[src/rtl/instruction_memory.sv]
// ---------------------------------------------------------------------------
// instruction_memory
//
// Instruction memory for the IF stage of the MIPS pipeline. Instructions are
// loaded one word per cycle through a write port. An internal write pointer
// advances after each write and stops once the memory is full. Instructions
// are read combinationally at the byte address on i_pc, and the word is
// assembled big-endian from the byte array.
//
// Ports:
//   i_clk               - clock; all state changes on its rising edge
//   i_reset             - synchronous active-high reset; clears every byte and
//                         the write pointer, and overrides a write on the
//                         same edge
//   i_instruction_write - write enable; stores one word per rising edge
//   i_pc                - byte address of the instruction to read
//   i_instruction       - word to store at the current write pointer
//   o_instruction       - word read at i_pc (combinational)
// ---------------------------------------------------------------------------
module instruction_memory #(
    parameter int WORD_SIZE_IN_BYTES = 4,
    parameter int MEM_SIZE_IN_WORDS  = 10
) (
    input  logic                                i_clk,
    input  logic                                i_reset,
    input  logic                                i_instruction_write,
    input  logic [$clog2(MEM_SIZE_IN_WORDS*WORD_SIZE_IN_BYTES)-1:0] i_pc,
    input  logic [WORD_SIZE_IN_BYTES*8-1:0]     i_instruction,
    output logic [WORD_SIZE_IN_BYTES*8-1:0]     o_instruction
);

    localparam int POINTER_SIZE = $clog2(MEM_SIZE_IN_WORDS*WORD_SIZE_IN_BYTES);
    localparam int MEM_BYTES    = MEM_SIZE_IN_WORDS*WORD_SIZE_IN_BYTES;
    localparam int WORD_BITS    = WORD_SIZE_IN_BYTES*8;
    localparam int OFFSET_BITS  = $clog2(WORD_SIZE_IN_BYTES);
    // The pointer must be able to hold MEM_SIZE_IN_WORDS itself, which is
    // the "full" value.
    localparam int WPTR_BITS    = $clog2(MEM_SIZE_IN_WORDS+1);

    localparam logic [WPTR_BITS-1:0]    LP_FULL  = WPTR_BITS'(MEM_SIZE_IN_WORDS);
    localparam logic [POINTER_SIZE-1:0] LP_WORDS = POINTER_SIZE'(MEM_SIZE_IN_WORDS);

    logic [7:0]              r_mem [0:MEM_BYTES-1];
    logic [WPTR_BITS-1:0]    r_write_pointer;

    logic                    w_full;
    logic                    w_write_enable;
    logic [POINTER_SIZE-1:0] w_write_base;
    logic [POINTER_SIZE-1:0] w_read_word_index;
    logic [POINTER_SIZE-1:0] w_read_base;

    assign w_full         = (r_write_pointer == LP_FULL);
    assign w_write_enable = i_instruction_write && !w_full;
    // Byte address of the first byte of the word being written.
    assign w_write_base   = POINTER_SIZE'(int'(r_write_pointer) * WORD_SIZE_IN_BYTES);

    // Dropping the byte-offset bits makes every read word-aligned.
    assign w_read_word_index = i_pc >> OFFSET_BITS;
    assign w_read_base       = w_read_word_index << OFFSET_BITS;

    // Storage and write pointer. Reset wins over a write on the same edge.
    // Once full, the pointer saturates and further writes are ignored.
    always_ff @(posedge i_clk) begin
        if (i_reset) begin
            for (int i = 0; i < MEM_BYTES; i++) begin
                r_mem[i] <= 8'h00;
            end
            r_write_pointer <= '0;
        end else if (w_write_enable) begin
            // Big-endian: the lowest byte address receives the MSB.
            for (int b = 0; b < WORD_SIZE_IN_BYTES; b++) begin
                r_mem[w_write_base + POINTER_SIZE'(b)] <= i_instruction[WORD_BITS-1-8*b -: 8];
            end
            r_write_pointer <= r_write_pointer + 1'b1;
        end
    end

    // Combinational read. Addresses past the last word return zero.
    always_comb begin
        o_instruction = '0;
        if (w_read_word_index < LP_WORDS) begin
            for (int b = 0; b < WORD_SIZE_IN_BYTES; b++) begin
                o_instruction[WORD_BITS-1-8*b -: 8] = r_mem[w_read_base + POINTER_SIZE'(b)];
            end
        end
    end

endmodule

[config.mk]
export PLATFORM = sky130hd
export DESIGN_NAME = instruction_memory
export DESIGN_NICKNAME = d
export VERILOG_FILES = /design/src/rtl/instruction_memory.sv
export SDC_FILE = /design/constraint.sdc
export NUM_CORES = 1
export LEC_CHECK = 0
export ABC_CLOCK_PERIOD_IN_PS = 4450
export CORE_UTILIZATION = 58
export DETAILED_ROUTE_END_ITERATION = 12
export GPL_ROUTABILITY_DRIVEN = 0
export PLACE_DENSITY_LB_ADDON = 0.15
export SYNTH_ARGS = -nofsm -noshare
export SYNTH_HDL_FRONTEND = slang
export SYNTH_SLANG_ARGS = --single-unit
[constraint.sdc]
create_clock -name i_clk -period 4.45 [get_ports i_clk]
set_input_delay 0.89 -clock i_clk [delete_from_list [all_inputs] [get_ports i_clk]]
set_output_delay 0.89 -clock i_clk [all_outputs]
set_load 0.05 [all_outputs]
[Yosys cells after proc, flatten, opt, wreduce, memory -nomap -nowiden]
Memories as Yosys holds them, arrays and structs flattened.
Cells that the tools add are included.
Operators by class
  add/subtract/negate cells: 7
  multiplexer cells: 18
  $lt $le $gt $ge: 1
  reductions and logical operators: 6
  equality and inequality tests: 1
Operator list (number)
  2-to-1 mux 32 bit: 1
  2-to-1 mux 8 bit: 4
  OR reduction 8 bit: 4
  adder 6 x 2 -> 6 bit, second input constant: 4
  2-to-1 mux 6 bit: 4
  adder 6 x 1 -> 6 bit, second input constant: 2
  2-to-1 mux 1 bit: 9
  adder 4 x 1 -> 4 bit, second input constant: 1
  equality test 4 bit, second input constant: 1
  < comparator 4 bit, second input constant: 1
  logical AND 1 bit: 1
  zero test 1 bit: 1
Storage, ports and cells
  memories kept: 1
  register bits after elaboration: 4
  logic and storage cells: 35
  memory bits (writable): 320
  input bits: 41
  output and inout port bits: 32
Memories
  r_mem: depth 40, width 8, read ports 4, clocked after Yosys merged registers in 0, write ports 40, line 43  | logic [7:0] r_mem [0:MEM_BYTES-1];

[Depth between registers and ports, before layout]
Gate-level depths: netlist of run 1.
  word-level depth: 8
  depth in mapped cells: 6
  depth with buffers taken out: 5

[Least setup slack after synthesis of run 1]
No wires, ideal clock.
  path type: input port to flip-flop
  from: input i_reset
  to: memory r_mem[32][0], enable pin
  stages on the path: 4
  slack: 934 ps
  data required time: 4022 ps
  buffers on the path: 1
  setup time: 428 ps
  arrival: 3088 ps
  cell sequence: buf_4 nor4b_4 nand3_4 o21bai_1
RTL lines
  from (decl): line 25  | input logic i_reset,
  to (decl): line 43

[Worst setup path in the final report of run 1]
  from: input i_pc[3]
  to: output o_instruction[8]
On the way
  word-level cells in the longest chain between the ends: 3
  elaborated cells on any way between the ends: 4
  those cells by class: 1 x add/sub; 1 x order compare; 1 x mux; 1 x memory
RTL lines
  from (decl): line 27  | input logic [$clog2(MEM_SIZE_IN_WORDS*WORD_SIZE_IN_BYTES)-1:0] i_pc,
  adder 6 x 2 -> 6 bit: line 83  | o_instruction[WORD_BITS-1-8*b -: 8] = r_mem[w_read_base + POINTER_SIZE'(b)];
  memory read (40 x 8 bit)
  2-to-1 mux 32 bit (*): line 81  | if (w_read_word_index < LP_WORDS) begin
  to (decl): line 29  | output logic [WORD_SIZE_IN_BYTES*8-1:0] o_instruction
Every way passes the cells marked *; elsewhere a longest branch is shown, timed or not.

==> results.py, run 1 <==
metrics = {
    "routing": {
        "postRouteAntennaNets": 0,
        "via_per_inst": 6.10,
        "wl_met2_mm": 16.9,
        "via_count": 9169,
        "routedWlPerCell_um": 23.5,
        "drc": 0,
        "wl_met3_mm": 3.35,
        "wl_met1_mm": 14.3,
        "wirelength_mm": 35.3,
        "drtPass1Iterations": 5,
        "top_layer": "met4",
        "drt_iter0_markers": 964,
    },
    "yosys": {
        "synth_warnings": 0,
        "ys_seq_elements": 324,
        "seq_area_frac_synth": 0.659,
        "syn-cell-area_um2": 14700,
        "synthCells": 1096,
        "syn_area_per_cell_um2": 13.4,
        "synth.distinct_cells": 43,
        "syn_nets": 1139,
    },
    "clock_network": {
        "cts_resized": 0,
        "path_clk_slew_ns": 0.05,
        "cts_tree": "built",
        "post_cts_buffers": 0,
        "clockBufferDepth": 3,
        "cts_max_level": 2,
        "cts_made_buffers": 34,
        "clock_latency_ns": 0.51,
        "hold_buffers": 0,
        "cts.sinks": 324,
        "cts_root_buf": "clkbuf_16",
    },
    "critical_path": {
        "critPathMaxFanout": 25,
        "start_kind": "input pin",
        "arrival_ns": 2.92,
        "regToRegSetupSlack_ns": 2.04,
        "path_class": "input pin to primary output",
        "r2r-start": "r_write_pointer[0]",
        "worst_r2r_path_depth": 5,
        "critPathCaptureType": "primary output",
        "crit_required_ns": 3.56,
        "r2r_end": "r_mem[36][0]",
    },
    "place": {
        "hpwl_mm": 19.4,
        "io_buffers": 70,
    },
    "power": {
        "ir_drop_mv": 0.312,
        "power.leakage_nw": 6.61,
        "p_total_mw": 7.02,
        "power.density_nw_per_um2": 411,
    },
    "cells_and_area": {
        "multi_input_area_um2": 4560,
        "drive_above_1_share": 0.119,
        "most-common-layout-cells": "edfxtp_1 (320), nor2_1 (227), mux2i_1 (160), and2_1 (121), buf_12 (38)",
        "nFillCells": 1677,
        "syn2layout_area_growth_pct": 16.3,
        "seqCellArea_um2": 9690,
        "final_core_utilization": 0.694,
        "final_common_cell": "edfxtp_1",
        "num_antenna_cells": 0,
        "fin_nets": 1198,
    },
    "global_routing": {
        "grt_pass1_wl_mm": 53.3,
        "grt_max_degree": 69,
        "global_route.usage.total": 0.278,
        "grt_pass1_vias": 9221,
        "antenna_found_initial": 1,
        "grt_remaining_overflow": 0,
    },
    "timing": {
        "tightest_slew_ns": 0.773,
        "fin_crit_ns": 3.81,
        "fin_skew_ns": 0.00765,
        "rsz0062_at_grt": "false",
        "fmax_mhz": 262,
        "hold_viol": 0,
        "post-route-period-util": 0.856,
        "slew_headroom": 0.483,
        "finalSetupTns_ns": 0,
        "setup_violations": 0,
        "finalMaxSlewViolations": 0,
    },
    "floorplanning": {
        "coreArea_um2": 24600,
        "die_x_um": 161,
        "die_area_um2": 26000,
        "num_rows": 57,
        "fp.dieH_um": 161,
        "initial_utilization": 0.597,
        "ios": 73,
    },
    "worst_hold_path": {
        "worstHoldEndpoint": "r_write_pointer[1]",
        "hp-start": "r_write_pointer[1]",
        "hold_class": "flop to flop",
        "hold_depth": 2,
    },
    "run": {
        "cap_violations": 0,
    },
    "outcome": {
        "outcome": "completed",
    },
}
-- power by group --
group / internal, mW / switching, mW / total (mW) / leakage (nW)
Sequential: 3.49 / 0.0403 / 3.53 / 3.36
Combinational: 0.282 / 0.469 / 0.751 / 2.73
Clock: 1.63 / 1.11 / 2.74 / 0.524
Total: 5.40 / 1.62 / 7.02 / 6.61
-- critical path: stages --
cell and delay [ns]:
clkdlybuf4s50_1 0.47, nand2b_2 0.53, buf_4 0.39, o22ai_1 0.11
o31a_1 0.35, buf_12 0.17
-- synth_stat cells, drive strengths merged --
library cell | n | share of area
a211oi | 1 | 0.00051
a21o | 4 | 0.0020
a21oi | 2 | 0.00068
a311oi | 1 | 0.00060
a31o | 2 | 0.0012
a41o | 1 | 0.00068
and2 | 128 | 0.055
and2b | 2 | 0.0011
and3 | 3 | 0.0014
buf | 47 | 0.022
clkbuf | 34 | 0.0096
clkinv | 1 | 0.00026
dfxtp | 4 | 0.0055
edfxtp | 320 | 0.65
ha | 2 | 0.0017
inv | 2 | 0.00051
mux2i | 160 | 0.11
nand2 | 35 | 0.0089
nand2b | 2 | 0.00085
nand3 | 5 | 0.0034
nand3b | 1 | 0.00051
nand4 | 1 | 0.00043
nand4b | 1 | 0.0016
nor2 | 228 | 0.058
nor2b | 1 | 0.00043
nor3 | 2 | 0.0014
nor3b | 1 | 0.00085
nor4b | 1 | 0.0016
o21bai | 2 | 0.0010
o221ai | 32 | 0.019
o22ai | 32 | 0.014
o31a | 32 | 0.019
or2 | 5 | 0.0021
xor2 | 1 | 0.00060
-- worst max-delay path by stage --
stage / start / endpoint / slack (ns) / depth (start not counted)
6_report: i_pc[3] / o_instruction[8] / 0.64 / 6
5_1_grt: i_pc[3] / o_instruction[3] / 0.56 / 6
4_1_cts: i_pc[3] / o_instruction[8] / 0.66 / 6
3_5_place_dp: i_pc[3] / o_instruction[8] / 0.67 / 6
3_3_place_gp: i_pc[3] / o_instruction[13] / 0.71 / 6
2_1_floorplan: i_reset / r_mem[32][0] / 0.93 / 4
-- flip-flops by register name, summed over array words and instances (netlist names) --
name,cells
r_mem,320
r_write_pointer,4
-- logic make-up after synthesis --
kind of cell	Yosys count	share of synthesized area
XOR/XNOR	1	0.000596
AO/OA/AOI/OAI	109	0.0585
adder cells (fa/ha/maj)	2	0.00170
multiplexers	160	0.109
flip-flops	324	0.659
buffers and inverters	84	0.0326
AND/OR/NAND/NOR	416	0.138
-- per-layer routing --
metal	track usage	vias up
met5	0	-
met4	0.0862	0
met3	0.0390	61
met2	0.455	438
met1	0.390	4545
li1	-	4125
-- metrics by stage --
stage                     setup WS, ns  std cells  cell area, µm²  hold slack [ns]
after floorplan                  0.934       1096           14700            0.614
after global placement           0.709       1443           16000            0.718
after detailed placement         0.671       1443           16000            0.744
after CTS                        0.664       1504           17100            0.758
after global routing             0.564       1504           17100            0.829
final                            0.640       1504           17100            0.746
-- cell type report --
cell class,count,share of cell area
Clock buffer,47,0.0564
Clock inverter,14,0.00644
Inverter,3,0.000659
Multi-Input combinational cell,688,0.267
Sequential cell,324,0.567
Tap cell,324,0.0237
Timing Repair Buffer,104,0.0787
No activity file was read; power rests on OpenSTA's default activity.
==> run 2: changes to the inputs <==
--- a/config.mk
+++ b/config.mk
@@ -6,7 +6,8 @@
 export NUM_CORES = 1
 export LEC_CHECK = 0
 export ABC_CLOCK_PERIOD_IN_PS = 4450
-export CORE_UTILIZATION = 58
+export CORE_MARGIN = 2
+export CORE_UTILIZATION = 42
 export DETAILED_ROUTE_END_ITERATION = 12
 export GPL_ROUTABILITY_DRIVEN = 0
 export PLACE_DENSITY_LB_ADDON = 0.15
==> results.py, run 2 (same netlist as run 1, synthesis figures left out) <==
metrics = {
    "clock_network": {
        "clock_latency_ns": 0.51,
        "cts_made_buffers": 36,
        "hold_buffers": 0,
        "cts_tree": "built",
        "cts_max_level": 2,
        "cts_resized": 0,
        "post_cts_buffers": 0,
        "cts_root_buf": "clkbuf_16",
        "path_clk_slew_ns": 0.06,
        "clockBufferDepth": 3,
        "cts.sinks": 324,
    },
    "critical_path": {
        "crit_slowest_cell": "or2_2",
        "endpoint": "o_instruction[30]",
        "regToRegSetupSlack_ns": 1.81,
        "crit_family": "simple AND/OR/NAND/NOR gates",
        "start_kind": "input pin",
        "path_class": "input pin to primary output",
        "cp_num_buf_inv": 2,
        "r2r-start": "r_write_pointer[0]",
        "critPathCaptureType": "primary output",
        "startpoint": "i_pc[3]",
        "crit_required_ns": 3.56,
        "cpPeakStageDelay_ns": 0.80,
        "worst_r2r_path_depth": 6,
        "arrival_ns": 2.89,
        "critPathMaxFanout": 32,
        "r2r_end": "r_mem[35][5]",
        "crit_chain": "clkdlybuf4s50_1 > or2_2 > o221ai_1 > o31a_1 > buf_4",
        "cp.depth": 5,
    },
    "routing": {
        "wirelength_mm": 36.8,
        "postRouteAntennaNets": 0,
        "routedWlPerCell_um": 22.5,
        "via_count": 8855,
        "drt_iter0_markers": 623,
        "drtPass1Iterations": 5,
        "drc": 0,
        "via_per_inst": 5.41,
    },
    "global_routing": {
        "grt_remaining_overflow": 0,
        "antenna_found_initial": 1,
        "grt_pass1_wl_mm": 54.8,
        "grt_pass1_vias": 8872,
        "global_route.usage.total": 0.205,
        "grt_max_degree": 65,
    },
    "cells_and_area": {
        "syn2layout_area_growth_pct": 14.9,
        "most-common-layout-cells": "edfxtp_1 (320), nor2_1 (227), mux2i_1 (160), and2_1 (121), buf_4 (55)",
        "drive_above_1_share": 0.119,
        "fin_nets": 1199,
        "seqCellArea_um2": 9690,
        "final_common_cell": "edfxtp_1",
        "multi_input_area_um2": 4560,
        "reg.largest.list": "r_mem x320, r_write_pointer x4",
        "fin_area_um2": 16900,
        "largest_register_ffs": 320,
        "num_antenna_cells": 0,
        "regMostFlops": "r_mem",
        "nFillCells": 3049,
    },
    "floorplanning": {
        "die_x_um": 191,
        "ios": 73,
        "num_rows": 68,
        "coreArea_um2": 34500,
        "fp.dieH_um": 191,
        "die_area_um2": 36500,
        "initial_utilization": 0.426,
    },
    "timing": {
        "rsz0062_at_grt": "false",
        "slew_headroom": 0.338,
        "finalSetupTns_ns": 0,
        "fmax_mhz": 265,
        "layout_setup_ws_ns": 0.670,
        "post-route-period-util": 0.850,
        "setup_violations": 0,
        "fin_skew_ns": 0.0210,
        "tightest_slew_ns": 0.992,
        "hold_viol": 0,
        "fin_crit_ns": 3.78,
        "finalMaxSlewViolations": 0,
    },
    "place": {
        "place_area_um2": 15800,
        "place_ws_ns": 0.675,
        "io_buffers": 70,
        "hpwl_mm": 20.5,
    },
    "power": {
        "ir_drop_mv": 0.234,
        "power.density_nw_per_um2": 409,
        "power.leakage_nw": 6.49,
        "p_total_mw": 6.91,
    },
    "run": {
        "cap_violations": 0,
    },
    "outcome": {
        "outcome": "completed",
    },
    "worst_hold_path": {
        "hold_class": "flop to flop",
    },
}
==> run 2: cell count changes in the layout (fill, tap and decap cells not counted) <==
cell,delta
buf_12,-27
buf_4,+26
bufinv_16,-2
clkbuf_1,+2
clkbuf_8,+2
clkinv_1,-1
clkinv_2,+1
clkinvlp_4,+1
==> run 2: final cells by class <==
| class | instances | share of cell area |
|---|---|---|
| Tap cell | 455 | 0.0337 |
| Sequential cell | 324 | 0.574 |
| Clock inverter | 13 | 0.00348 |
| Timing Repair Buffer | 103 | 0.0592 |
| Inverter | 3 | 0.000667 |
| Multi-Input combinational cell | 688 | 0.270 |
| Clock buffer | 51 | 0.0591 |
==> run 2: worst reg2reg max path: stages (launching register included) <==
cell      delay [ns]
dfxtp_1         0.55
inv_2           0.16
ha_1            0.28
nor4b_4         0.40
nand3_4         0.13
o21bai_4        0.28
buf_4           0.46
==> run 2: through the flow <==
stage / util / hold slack [ns] / std cells
6_report: 0.490 / 0.761 / 1637
5_1_grt: 0.490 / 0.789 / 1637
4_1_cts: 0.490 / 0.744 / 1637
3_5_place_dp: 0.459 / 0.736 / 1573
3_3_place_gp: 0.459 / 0.733 / 1573
2_1_floorplan: - / 0.614 / 1096
==> run 2: worst min-delay path by stage <==
stage	cells past startpoint	slack [ns]	end	from
after floorplan	2	0.61	r_write_pointer[1]	r_write_pointer[1]
after global placement	2	0.73	r_write_pointer[1]	r_write_pointer[1]
after detailed placement	2	0.74	r_write_pointer[1]	r_write_pointer[1]
after CTS	2	0.74	r_write_pointer[1]	r_write_pointer[1]
after global routing	2	0.79	r_write_pointer[1]	r_write_pointer[1]
final	2	0.76	r_write_pointer[1]	r_write_pointer[1]
==> run 2: layer usage <==
layer / routed length, µm / GRT usage / vias to the layer above
met5: 0 / 0 / -
li1: - / - / 4127
met4: 737 / 0.0516 / 0
met3: 2020 / 0.0341 / 51
met1: 16800 / 0.287 / 4429
met2: 17300 / 0.332 / 248
==> run 2: report_power, final <==
group / leakage [nW] / internal, mW / switching (mW) / total [mW]
sequential: 3.36 / 3.49 / 0.0382 / 3.53
clock: 0.515 / 1.56 / 1.15 / 2.70
combinational: 2.62 / 0.221 / 0.457 / 0.678
